## src/rtl/rom_pkg.sv

```systemverilog
// Shared types and defaults for the ROM byte streamer.
package rom_pkg;

    localparam int ROM_ADDR_W     = 10;
    localparam int ROM_FIFO_DEPTH = 2;

    typedef enum logic [1:0] {
        S_IDLE  = 2'd0,
        S_READ  = 2'd1,
        S_DRAIN = 2'd2,
        S_DONE  = 2'd3
    } state_e;

endpackage

```

## src/rtl/stream_fifo.sv

```systemverilog
// Small power-of-two FIFO buffering ROM bytes toward the output stream.
module stream_fifo #(
    parameter int W     = 9,
    parameter int DEPTH = 2
) (
    input  logic                     clk,
    input  logic                     res_n,
    input  logic                     push,
    input  logic [W-1:0]             wdata,
    input  logic                     pop,
    output logic [W-1:0]             rdata,
    output logic [$clog2(DEPTH):0]   count,
    output logic                     empty
);

    localparam int PW = $clog2(DEPTH);

    logic [W-1:0]  mem_q [DEPTH];
    logic [W-1:0]  mem_d [DEPTH];
    logic [PW-1:0] wr_q, wr_d;
    logic [PW-1:0] rd_q, rd_d;
    logic [PW:0]   cnt_q, cnt_d;

    always_comb begin
        mem_d = mem_q;
        wr_d  = wr_q;
        rd_d  = rd_q;
        if (push) begin
            mem_d[wr_q] = wdata;
            wr_d        = wr_q + 1'b1;
        end
        if (pop) begin
            rd_d = rd_q + 1'b1;
        end
        cnt_d = cnt_q + (PW+1)'(push) - (PW+1)'(pop);
    end

    always_ff @(posedge clk) begin
        if (!res_n) begin
            mem_q <= '{default: '0};
            wr_q  <= '0;
            rd_q  <= '0;
            cnt_q <= '0;
        end else begin
            mem_q <= mem_d;
            wr_q  <= wr_d;
            rd_q  <= rd_d;
            cnt_q <= cnt_d;
        end
    end

    assign rdata = mem_q[rd_q];
    assign count = cnt_q;
    assign empty = (cnt_q == '0);

endmodule

```

## src/rtl/rom_streamer.sv

```systemverilog
// Streams len bytes from a 1-cycle-latency ROM starting at base.
// Define ROM_CHECKSUM_EN to add a 16-bit running checksum output.
module rom_streamer
    import rom_pkg::*;
#(
    parameter int ADDR_W     = ROM_ADDR_W,
    parameter int FIFO_DEPTH = ROM_FIFO_DEPTH
) (
    input  logic              clk,
    input  logic              res_n,
    input  logic              start,
    input  logic [ADDR_W-1:0] base,
    input  logic [ADDR_W:0]   len,
    output logic              busy,
    output logic              done,
    output logic [ADDR_W-1:0] rom_A,
    output logic              rom_enable,
    input  logic              rom_OE,
    input  logic [7:0]        rom_DO,
    output logic              out_valid,
    input  logic              out_ready,
    output logic [7:0]        out_data,
    output logic              out_last
`ifdef ROM_CHECKSUM_EN
    ,
    output logic [15:0]       checksum
`endif
);

    localparam int CW = $clog2(FIFO_DEPTH) + 1;

    state_e              state_q, state_d;
    logic [ADDR_W-1:0]   addr_q, addr_d;
    logic [ADDR_W:0]     remain_q, remain_d;
    logic                pend_q, pend_d;
    logic                pend_last_q, pend_last_d;
    logic [ADDR_W-1:0]   pend_addr_q, pend_addr_d;

    logic                accept;
    logic                retry;
    logic                push;
    logic                pop;
    logic                issue;
    logic                last_issue;
    logic [CW:0]         occ;
    logic [8:0]          rdata;
    logic [CW-1:0]       count;
    logic                empty;

    stream_fifo #(
        .W     (9),
        .DEPTH (FIFO_DEPTH)
    ) u_fifo (
        .clk   (clk),
        .res_n (res_n),
        .push  (push),
        .wdata ({pend_last_q, rom_DO}),
        .pop   (pop),
        .rdata (rdata),
        .count (count),
        .empty (empty)
    );

    // Occupancy counts in-flight reads so a response always finds room.
    always_comb begin
        accept     = (state_q == S_IDLE) && start;
        retry      = pend_q && !rom_OE;
        push       = pend_q && rom_OE;
        pop        = !empty && out_ready;
        occ        = (CW+1)'(count) + (CW+1)'(pend_q) - (CW+1)'(pop);
        issue      = (state_q == S_READ) && (remain_q != '0) && !retry
                     && (occ < (CW+1)'(FIFO_DEPTH));
        last_issue = issue && (remain_q == (ADDR_W+1)'(1));
    end

    always_comb begin
        addr_d      = addr_q;
        remain_d    = remain_q;
        pend_d      = issue || retry;
        pend_last_d = pend_last_q;
        pend_addr_d = pend_addr_q;
        if (accept) begin
            addr_d   = base;
            remain_d = len;
        end
        if (issue) begin
            addr_d      = addr_q + 1'b1;
            remain_d    = remain_q - 1'b1;
            pend_addr_d = addr_q;
            pend_last_d = (remain_q == (ADDR_W+1)'(1));
        end
    end

    always_comb begin
        state_d = state_q;
        unique case (state_q)
            S_IDLE: begin
                if (start) begin
                    state_d = (len == '0) ? S_DONE : S_READ;
                end
            end
            S_READ: begin
                if (last_issue) begin
                    state_d = S_DRAIN;
                end
            end
            S_DRAIN: begin
                if (!pend_q && (empty || (count == CW'(1) && pop))) begin
                    state_d = S_DONE;
                end
            end
            S_DONE: begin
                state_d = S_IDLE;
            end
            default: begin
                state_d = S_IDLE;
            end
        endcase
    end

    always_ff @(posedge clk) begin
        if (!res_n) begin
            state_q     <= S_IDLE;
            addr_q      <= '0;
            remain_q    <= '0;
            pend_q      <= 1'b0;
            pend_last_q <= 1'b0;
            pend_addr_q <= '0;
        end else begin
            state_q     <= state_d;
            addr_q      <= addr_d;
            remain_q    <= remain_d;
            pend_q      <= pend_d;
            pend_last_q <= pend_last_d;
            pend_addr_q <= pend_addr_d;
        end
    end

    always_comb begin
        busy       = (state_q != S_IDLE);
        done       = (state_q == S_DONE);
        rom_enable = issue || pend_q;
        rom_A      = retry ? pend_addr_q : addr_q;
        out_valid  = !empty;
        out_data   = empty ? 8'h00 : rdata[7:0];
        out_last   = !empty && rdata[8];
    end

`ifdef ROM_CHECKSUM_EN
    logic [15:0] sum_q, sum_d;

    always_comb begin
        sum_d = sum_q;
        if (accept) begin
            sum_d = '0;
        end else if (pop) begin
            sum_d = sum_q + {8'h00, out_data};
        end
    end

    always_ff @(posedge clk) begin
        if (!res_n) begin
            sum_q <= '0;
        end else begin
            sum_q <= sum_d;
        end
    end

    assign checksum = sum_q;
`endif

endmodule

```

## config.mk

```make
export PLATFORM = sky130hd
export DESIGN_NAME = rom_streamer
export DESIGN_NICKNAME = d
export VERILOG_FILES = /design/src/rtl/rom_pkg.sv /design/src/rtl/stream_fifo.sv /design/src/rtl/rom_streamer.sv
export SDC_FILE = /design/constraint.sdc
export NUM_CORES = 1
export LEC_CHECK = 0
export BUFFER_PORTS_ARGS = -buffer_cell sky130_fd_sc_hd__clkbuf_2
export CAP_MARGIN = 20
export CORE_MARGIN = 2
export CORE_UTILIZATION = 30
export DETAILED_ROUTE_END_ITERATION = 10
export PLACE_DENSITY = 0.57
export SYNTH_ARGS = -nofsm -noshare
export SYNTH_HDL_FRONTEND = slang
export SYNTH_SLANG_ARGS = --single-unit
```

## constraint.sdc

```tcl
create_clock -name clk -period 3.9 [get_ports clk]
set_input_delay 0.195 -clock clk [delete_from_list [all_inputs] [get_ports clk]]
set_output_delay 0.195 -clock clk [all_outputs]
set_load 0.01 [all_outputs]
```

==> results of run 1 <==
-- worst max path at each step --
stage | end | slack [ns] | cells after the start
floorplan | remain_q[4] | 0.99 | 13
global placement | remain_q[4] | 0.75 | 11
detailed placement | addr_q[2] | 0.63 | 12
CTS | addr_q[2] | 0.59 | 12
global route | addr_q[2] | 0.30 | 12
finish | addr_q[4] | 0.57 | 12
-- metal layers --
layer | track usage | routed length (um) | vias to the layer above
met5 | 0 | 0 | -
met4 | 0.0476 | 104 | 0
met3 | 0.0402 | 501 | 8
met2 | 0.259 | 4120 | 102
met1 | 0.198 | 3800 | 1382
li1 | - | - | 1462
-- power groups by stage --
stage,combinational [W],sequential [W],clock [W]
3_3_place_gp,0.00137,0.000894,0
4_1_cts,0.00138,0.000884,0.000784
5_1_grt,0.00154,0.000910,0.000812
2_1_floorplan,0.00106,0.000831,0
3_5_place_dp,0.00138,0.000897,0
6_report,0.00138,0.000887,0.000764
-- Yosys cell counts, types with 3 or more instances --
master / number / share of area
nand2_1: 81 / 0.099
dfxtp_1: 57 / 0.37
a21oi_1: 46 / 0.075
nor2_1: 25 / 0.030
inv_1: 17 / 0.021
clkbuf_1: 12 / 0.015
ha_1: 11 / 0.045
and3_1: 10 / 0.020
mux2i_1: 10 / 0.032
mux2_2: 8 / 0.029
nand3_1: 8 / 0.013
nor4_1: 8 / 0.016
o21ai_0: 7 / 0.011
nor3_1: 5 / 0.0081
buf_2: 4 / 0.0065
nand2b_1: 4 / 0.0081
a211oi_1: 3 / 0.0073
a2bb2oi_1: 3 / 0.0085
a311o_1: 3 / 0.0097
a311oi_1: 3 / 0.0085
a31oi_1: 3 / 0.0061
and2_1: 3 / 0.0061
nand4_1: 3 / 0.0061
o22ai_1: 3 / 0.0061
or3_1: 3 / 0.0061
xor2_1: 3 / 0.0085
-- cells in the final DEF (no fill, tap or decap), types with 3 or more instances in the layout --
cell and n:
nor4_1 8, nor2_1 25, o21ai_0 7, and2_1 3
inv_1 17, ha_1 11, a21oi_1 46, a31oi_1 3
clkbuf_2 56, mux2_2 8, dfxtp_1 57, bufinv_16 4
nand2_1 81, a2bb2oi_1 3, a211oi_1 3, a311o_1 3
or3_1 3, o22ai_1 3, nand2b_1 4, nand4_1 3
clkbuf_8 11, and3_1 10, xor2_1 3, nor3_1 5
nand3_1 8, mux2i_1 10, a311oi_1 3, buf_4 5
-- layout make-up --
cell class	count	area (sq um)
Fill cell	1040	6140
Multi-Input combinational cell	288	1760
Sequential cell	57	1140
Timing Repair Buffer	61	318
Tap cell	133	166
Clock buffer	11	151
Clock inverter	5	125
Inverter	18	67.6
-- worst register-to-register path, stage by stage, from the launching register on --
cell,delay [ns]
dfxtp_1,0.43
nor2_1,0.11
nor2b_1,0.21
ha_1,0.27
inv_1,0.07
nand2_1,0.06
fa_1,0.48
nand2_1,0.09
or3_1,0.53
nor2_1,0.42
buf_4,0.30
a22oi_1,0.10
o22ai_1,0.18
-- through the flow --
step	util	cell area, sq um
5_1_grt	0.378	3720
6_report	0.378	3720
2_1_floorplan	-	3080
3_3_place_gp	0.350	3450
4_1_cts	0.378	3720
3_5_place_dp	0.350	3450
-- flip-flops by register name, summed over array words and instances (netlist names) --
signal / cells
u_fifo.mem_q: 18
remain_q: 11
addr_q: 10
pend_addr_q: 10
state_q: 2
u_fifo.count: 2
pend_last_q: 1
pend_q: 1
u_fifo.rd_q: 1
u_fifo.wr_q: 1
-- cells by family after synthesis --
logic type	after synthesis
muxes	18
AOI/OAI and AO/OA	93
xor gates and xnor gates	4
DFF	57
buffers and inverters	40
adders and majority gates	12
and+or+nand+nor	161
==> flow_metrics.tcl, run 1 <==
set metrics [dict create \
    outcome "completed" \
    pre_cts_slack_ns 0.626 \
    dr.pass1.iters 5 \
    comb_power_share 0.455 \
    drv_slew 0 \
    synthAdderAreaFrac 0.0512 \
    fmax_ghz 0.300 \
    antenna_found_initial 0 \
    fp.dieH_um 105 \
    seqPwrFrac 0.293 \
    synthMuxAreaShare 0.0617 \
    routed_wl_um 8530 \
    drc_errors 0 \
    synth_cells 385 \
    hpwl_um 6040 \
    ios 57 \
    skew_ns 0.0114 \
    tightest_slew_ns 0.902 \
    ys_dominant_reg_cell "dfxtp_1" \
    critPathBufInv 2 \
    grt_first_pass_wirelength_um 13700 \
    finalSetupViolations 0 \
    crit_type "flop to flop" \
    gp_congestion 0.880 \
    max-slew-margin-rel 0.399 \
    cts_max_path_buffers 2 \
    cts_buffers 9 \
    vdd_ir_drop_max_mv 0.307 \
    grt-ovfl-total 0 \
    holdPathStages 3 \
    cp.required_ns 4.15 \
    initial_core_util 0.312 \
    synth-edff-count 0 \
    synth-simple-area-share 0.250 \
    critPathTopFamily "simple AND/OR/NAND/NOR gates" \
    total_power_w 0.00303 \
    clkLatencyLatePin_ns 0.34 \
    vias 2954 \
    htree_levels 3 \
    synth_top_family_by_area "simple AND/OR/NAND/NOR gates" \
    cpMaxStageDelayCell "or3_1" \
    regToRegEndpoint "addr_q[4]" \
    grt_setup_unrepaired "no" \
    die_w_um 105 \
    hold_viol_final 0 \
    antenna_cells 0 \
    sw_frac_of_total 0.418 \
    nets 481 \
    synth_seq_cells 57 \
    leakagePower_nw 1.48 \
    worstHoldEndpoint "u_fifo.mem_q[4]" \
    cp-start-kind "flop" \
    synth-compound-area-share 0.196 \
    syn_avg_cell_area_sq_um 8.00 \
    routedWlPerCell_um 14.9 \
    period_needed_ns 3.33 \
    grt_pass1_vias 2754 \
    cp_cell_sequence "nor2_1 > nor2b_1 > ha_1 > inv_1 > nand2_1 > fa_1 > nand2_1 > or3_1 > nor2_1 > buf_4 > a22oi_1 > o22ai_1" \
    ant_nets 0 \
    clkPwrFrac 0.252 \
    cp_max_fo 14 \
    root_buffer "clkbuf_8" \
    max_stage_delay_ns 0.53 \
    power.internal_w 0.00176 \
    hp-class "primary input to flop" \
    syn_nets 431 \
    post_cts_buffers 0 \
    hold_start "rom_DO[4]" \
    end_kind "flop" \
    grt_usage 0.156 \
    arrival_ns 3.58 \
    synth_area_sq_um 3080 \
    ys_seq_area_frac 0.370 \
    async_flop_share 0 \
    post-route-period-util 0.855 \
    drv_cap 0 \
    vias_per_cell 5.16 \
    r2r_setup_slack_ns 0.57 \
    grt_max_degree 51 \
    setup_tns_ns 0 \
    std_cell_rows 36 \
    cp-startpoint "u_fifo.count[1]" \
    drt_iter0_drc 179 \
    timing.rr.start "u_fifo.count[1]" \
    io_buffers 56 \
    core_area_sq_um 9860 \
    fin_cells 573 \
    r2r_cells 12 \
    powerDensity_nw_per_um2 813 \
    yosys.area_share.xor_xnor 0.0114 \
    clk_pin_slew_ns 0.07 \
    dieArea_sq_um 11100 \
    clock_sinks 57 \
    holdWs_ns 0.0871 \
    area_growth_pct 20.9 \
    hold_buffers 0 \
    synth.distinct_cells 56 \
    dp_cells 557 \
    drive_gt1_frac 0.216 \
    switchingPower_w 0.00127 \
    cts_tree "yes" \
    cts_resized 0 \
    ys_warn_count 0 \
    setup_ws_ns 0.566 \
]
Note: power is estimated with default switching activity, not from simulation.
==> run 2: changes to the inputs <==
CORE_MARGIN = not set   (was 2)
SETUP_SLACK_MARGIN = 0.3   (was not set)
==> run 2 against run 1 <==
- register-to-register slack worse by 0.02 ns
- final cell count stayed put
- die area is 3.8% lower
- via count up 0.24%
- critical path depth stayed put
- first-iteration DRC count up 8.4%
- flip-flop and latch count unchanged
- routed wire length is 3.5% lower
- cell area shrank 0.91%
- sequential share of layout area grew 0.28 points
- critical endpoint is now rom_enable
==> flow_metrics.tcl, run 2 (synthesis gave the netlist of run 1 again) <==
set metrics [dict create \
    outcome "completed" \
    largest_reg_flops 18 \
    initial_core_util 0.312 \
    nets 481 \
    drv_cap 0 \
    leakagePower_nw 1.46 \
    r2r_setup_slack_ns 0.55 \
    cp.required_ns 3.70 \
    switchingPower_w 0.00127 \
    clock_sinks 57 \
    vias 2961 \
    max-slew-margin-rel 0.405 \
    ios 57 \
    cts_buffers 9 \
    ant_nets 0 \
    routed_wl_um 8220 \
    fp.dieH_um 103 \
    total_power_w 0.00293 \
    top_register "u_fifo.mem_q" \
    powerDensity_nw_per_um2 794 \
    vias_per_cell 5.17 \
    final_core_util 0.374 \
    hp-class "primary input to flop" \
    dr.pass1.iters 4 \
    post_cts_buffers 0 \
    cp-startpoint "u_fifo.count[1]" \
    gp_congestion 0.879 \
    crit_end "rom_enable" \
    core_area_sq_um 9860 \
    grt-ovfl-total 0 \
    std_cell_rows 36 \
    clkPwrFrac 0.231 \
    seqPwrFrac 0.303 \
    root_buffer "clkbuf_8" \
    fmax_ghz 0.298 \
    die_w_um 103 \
    regToRegEndpoint "remain_q[6]" \
    power.internal_w 0.00166 \
    cp-start-kind "flop" \
    drive_gt1_frac 0.216 \
    end_kind "output port" \
    final_area_sq_um 3690 \
    routedWlPerCell_um 14.4 \
    htree_levels 3 \
    finalSetupViolations 0 \
    antenna_cells 0 \
    layout_commonest_cell "nand2_1" \
    arrival_ns 3.16 \
    cp_max_fo 16 \
    grt_pass1_vias 2804 \
    io_buffers 56 \
    dieArea_sq_um 10700 \
    place_area_sq_um 3450 \
    grt_usage 0.168 \
    antenna_found_initial 0 \
    tightest_slew_ns 0.891 \
    drt_iter0_drc 194 \
    clkLatencyLatePin_ns 0.34 \
    hpwl_um 5850 \
    sw_frac_of_total 0.433 \
    grt_first_pass_wirelength_um 13700 \
    drc_errors 0 \
    cts_max_path_buffers 2 \
    area_growth_pct 19.8 \
    comb_power_share 0.466 \
    grt_max_degree 51 \
    crit_type "flop to output port" \
    skew_ns 0.00717 \
    reg_top3 "u_fifo.mem_q (18), remain_q (11)" \
    timing.rr.start "u_fifo.count[1]" \
    period_needed_ns 3.35 \
    vdd_ir_drop_max_mv 0.395 \
    fill_cells 1055 \
    grt_setup_unrepaired "yes" \
    final_cell_mix "81 x nand2_1, 57 x dfxtp_1, 56 x clkbuf_2, 46 x a21oi_1, 25 x nor2_1" \
    cts_tree "yes" \
    setup_tns_ns 0 \
    post-route-period-util 0.860 \
    clk_pin_slew_ns 0.07 \
    hold_viol_final 0 \
    r2r_cells 13 \
    drv_slew 0 \
]
==> run 2: cell count changes in the layout (fill, tap and decap cells not counted), sizes merged <==
cell and delta:
clkinvlp +2, bufinv -1, clkbuf -2, clkinv +1
==> run 2: final cells by class <==
cell class | count | area (sq um) | area share
Timing Repair Buffer | 61 | 318 | 0.0861
Multi-Input combinational cell | 288 | 1760 | 0.476
Tap cell | 133 | 166 | 0.0451
Clock buffer | 9 | 124 | 0.0336
Clock inverter | 7 | 119 | 0.0322
Sequential cell | 57 | 1140 | 0.309
Inverter | 18 | 67.6 | 0.0183
==> run 2: per-stage QoR <==
step                      cells  hold slack (ns)  worst slack (ns)
after floorplan             385            0.331             0.993
after global placement      557            0.434             0.658
after CTS                   573           0.0649             0.513
after detailed placement    557            0.440             0.578
after global routing        573           0.0621             0.275
final                       573           0.0890             0.547
==> run 2: power groups by stage <==
stage	Clock (W)	Sequential, W	Combinational, W
2_1_floorplan	0	0.000831	0.00106
3_3_place_gp	0	0.000895	0.00137
3_5_place_dp	0	0.000895	0.00136
4_1_cts	0.000695	0.000885	0.00137
5_1_grt	0.000724	0.000914	0.00155
6_report	0.000676	0.000889	0.00137
==> run 2: per-layer routing <==
layer	global-route usage	up-vias	wire length [um]
li1	-	1469	-
met4	0.0661	0	59
met3	0.0397	4	448
met1	0.214	1401	3730
met2	0.275	87	3990
met5	0	-	0
==> run 2: worst min path at each step <==
stage / from / end / slack [ns] / cells past startpoint
floorplan: rom_DO[0] / u_fifo.mem_q[0] / 0.33 / 2
global placement: rom_DO[6] / u_fifo.mem_q[6] / 0.43 / 3
detailed placement: rom_DO[0] / u_fifo.mem_q[0] / 0.44 / 3
CTS: rom_DO[0] / u_fifo.mem_q[0] / 0.06 / 3
global route: rom_DO[0] / u_fifo.mem_q[0] / 0.06 / 3
finish: rom_DO[0] / u_fifo.mem_q[0] / 0.09 / 3
==> run 2: what timing repair did <==
item | 4_1_cts | 5_1_grt
resized for setup | 0 | 0
endpoints found under the setup margin | 0 | 3
hold buffers | 0 | 0
==> run 2: worst max-delay path: stages (launching register included) <==
cell and delay, ns:
dfxtp_1 0.43, nor2_1 0.08, buf_4 0.18, nor2b_1 0.19
ha_1 0.26, inv_1 0.08, nand2_1 0.07, fa_1 0.48
nand2_1 0.09, nor3_4 0.19, nand2_1 0.36, nand2b_1 0.26
clkbuf_2 0.16
==> run 3: changes to the inputs <==
GPL_ROUTABILITY_DRIVEN = 0   (was not set)
clock period = 4.1 ns   (was 3.9 ns; I/O delays follow)
==> run 3 against run 2 <==
- critical path depth is the same
- via count shrank 1.1%
- clock skew down 0.0032 ns
- clock-buffer cell count is 1 higher
- register-to-register slack improved by 0.23 ns
- critical path type is now flop to flop
- critical endpoint is now remain_q[0]
- largest power group unchanged
==> flow_metrics.tcl, run 3 (synthesis gave the netlist of run 1 again) <==
set metrics [dict create \
    outcome "completed" \
    cp_max_fo 17 \
    max-slew-margin-rel 0.411 \
    comb_power_share 0.455 \
    power.internal_w 0.00164 \
    crit_type "flop to flop" \
    core_area_sq_um 9860 \
    drc_errors 0 \
    hold_viol_final 0 \
    vias_per_cell 5.12 \
    seqPwrFrac 0.300 \
    cp.required_ns 4.35 \
    grt_max_degree 51 \
    holdWs_ns 0.0993 \
    vias 2929 \
    cpMaxStageDelayCell "or3_1" \
    critPathTopFamily "simple AND/OR/NAND/NOR gates" \
    routed_wl_um 8230 \
    dp_cells 556 \
    max_stage_delay_ns 0.52 \
    hpwl_um 5850 \
    grt-ovfl-total 0 \
    die_w_um 103 \
    tightest_slew_ns 0.882 \
    drv_cap 0 \
    initial_core_util 0.312 \
    area_growth_pct 20.4 \
    fill_cells 1042 \
    grt_first_pass_wirelength_um 13700 \
    ios 57 \
    vdd_ir_drop_max_mv 0.321 \
    period_needed_ns 3.32 \
    grt_setup_unrepaired "no" \
    switchingPower_w 0.00120 \
    sw_frac_of_total 0.422 \
    root_buffer "clkbuf_8" \
    powerDensity_nw_per_um2 764 \
    drv_slew 0 \
    htree_levels 3 \
    nets 480 \
    hp-class "primary input to flop" \
    cts_max_path_buffers 2 \
    clock_sinks 57 \
    leakagePower_nw 1.47 \
    top_register "u_fifo.mem_q" \
    grt_pass1_vias 2888 \
    clkPwrFrac 0.245 \
    largest_reg_flops 18 \
    arrival_ns 3.57 \
    post-route-period-util 0.810 \
    layout_commonest_cell "nand2_1" \
    cp_cell_sequence "nor2_4 > nor2b_1 > ha_1 > inv_1 > nand2_1 > fa_1 > nand2_1 > or3_1 > nor2_1 > buf_4 > a21oi_1 > a211oi_1" \
    clk_pin_slew_ns 0.07 \
    antenna_found_initial 0 \
    cp-start-kind "flop" \
    fp.dieH_um 103 \
    setup_tns_ns 0 \
    total_power_w 0.00283 \
    dr.pass1.iters 4 \
    clkLatencyLatePin_ns 0.34 \
    drt_iter0_drc 211 \
    fmax_ghz 0.301 \
    reg_top3 "u_fifo.mem_q (18), remain_q (11)" \
    routedWlPerCell_um 14.4 \
    crit_top_cell "nand2_1" \
    finalSetupViolations 0 \
    cts_tree "yes" \
    antenna_cells 0 \
    cts_buffers 9 \
    grt_usage 0.169 \
    dieArea_sq_um 10700 \
    skew_ns 0.00398 \
    io_buffers 56 \
    std_cell_rows 36 \
    ant_nets 0 \
    critPathBufInv 2 \
    fin_cells 572 \
    drive_gt1_frac 0.216 \
    final_cell_mix "80 x nand2_1, 57 x dfxtp_1, 56 x clkbuf_2, 46 x a21oi_1, 24 x nor2_1" \
    end_kind "flop" \
]
-- run 3: changes by cell type in the layout (fill, tap and decap cells not counted), sizes merged --
cell	previous run	this run
clkbuf	65	66
buf	5	4
clkinvlp	2	0
bufinv	3	4
-- run 3: through the flow --
| stage | cell area [sq um] | util | setup WS (ns) |
|---|---|---|---|
| after global routing | 3710 | 0.376 | 0.415 |
| after detailed placement | 3440 | 0.349 | 0.327 |
| after CTS | 3700 | 0.375 | 0.425 |
| final | 3710 | 0.376 | 0.780 |
| after floorplan | 3080 | - | 1.19 |
| after global placement | 3440 | 0.349 | 0.500 |
-- run 3: power by group through the flow --
stage,logic (W),registers [W],clock network [W]
CTS,0.00129,0.000840,0.000709
global placement,0.00127,0.000847,0
floorplan,0.00101,0.000791,0
detailed placement,0.00128,0.000851,0
finish,0.00129,0.000849,0.000694
global route,0.00146,0.000867,0.000734
-- run 3: what timing repair did --
action,in CTS,in global routing
setup buffers,0,0
pin swaps,0,0
setup endpoints to repair,2,6
hold buffers,0,0
gates resized for setup,1,2
-- run 3: area by class of cell --
type,count,area (sq um),area share
clock buffers,10,128,0.0344
clock inverters,6,130,0.0351
inverters,18,67.6,0.0182
multi-input cells,288,1770,0.476
flip-flops and latches,57,1140,0.308
well taps,133,166,0.0449
repair buffers,60,310,0.0837
-- run 3: path summary, 6_finish.rpt --
check                         from                to  slack, ns  depth (start not counted)
setup / recovery   u_fifo.count[1]       remain_q[0]       0.78                         12
hold / removal           rom_DO[1]   u_fifo.mem_q[1]        0.1                          3
setup reg to reg   u_fifo.count[1]       remain_q[0]       0.78                         12
hold reg to reg   u_fifo.mem_q[15]  u_fifo.mem_q[15]       0.45                          2
-- run 3: metal layers --
layer	track usage	vias up	routed length, um
met5	0	-	0
met4	0.0661	0	115
met3	0.0383	11	360
met2	0.280	87	3790
met1	0.214	1376	3960
li1	-	1455	-
-- run 3: worst min-delay path, cell delays in order --
cell	delay, ns
clkbuf_2	0.09
nand2_1	0.05
a21oi_1	0.05
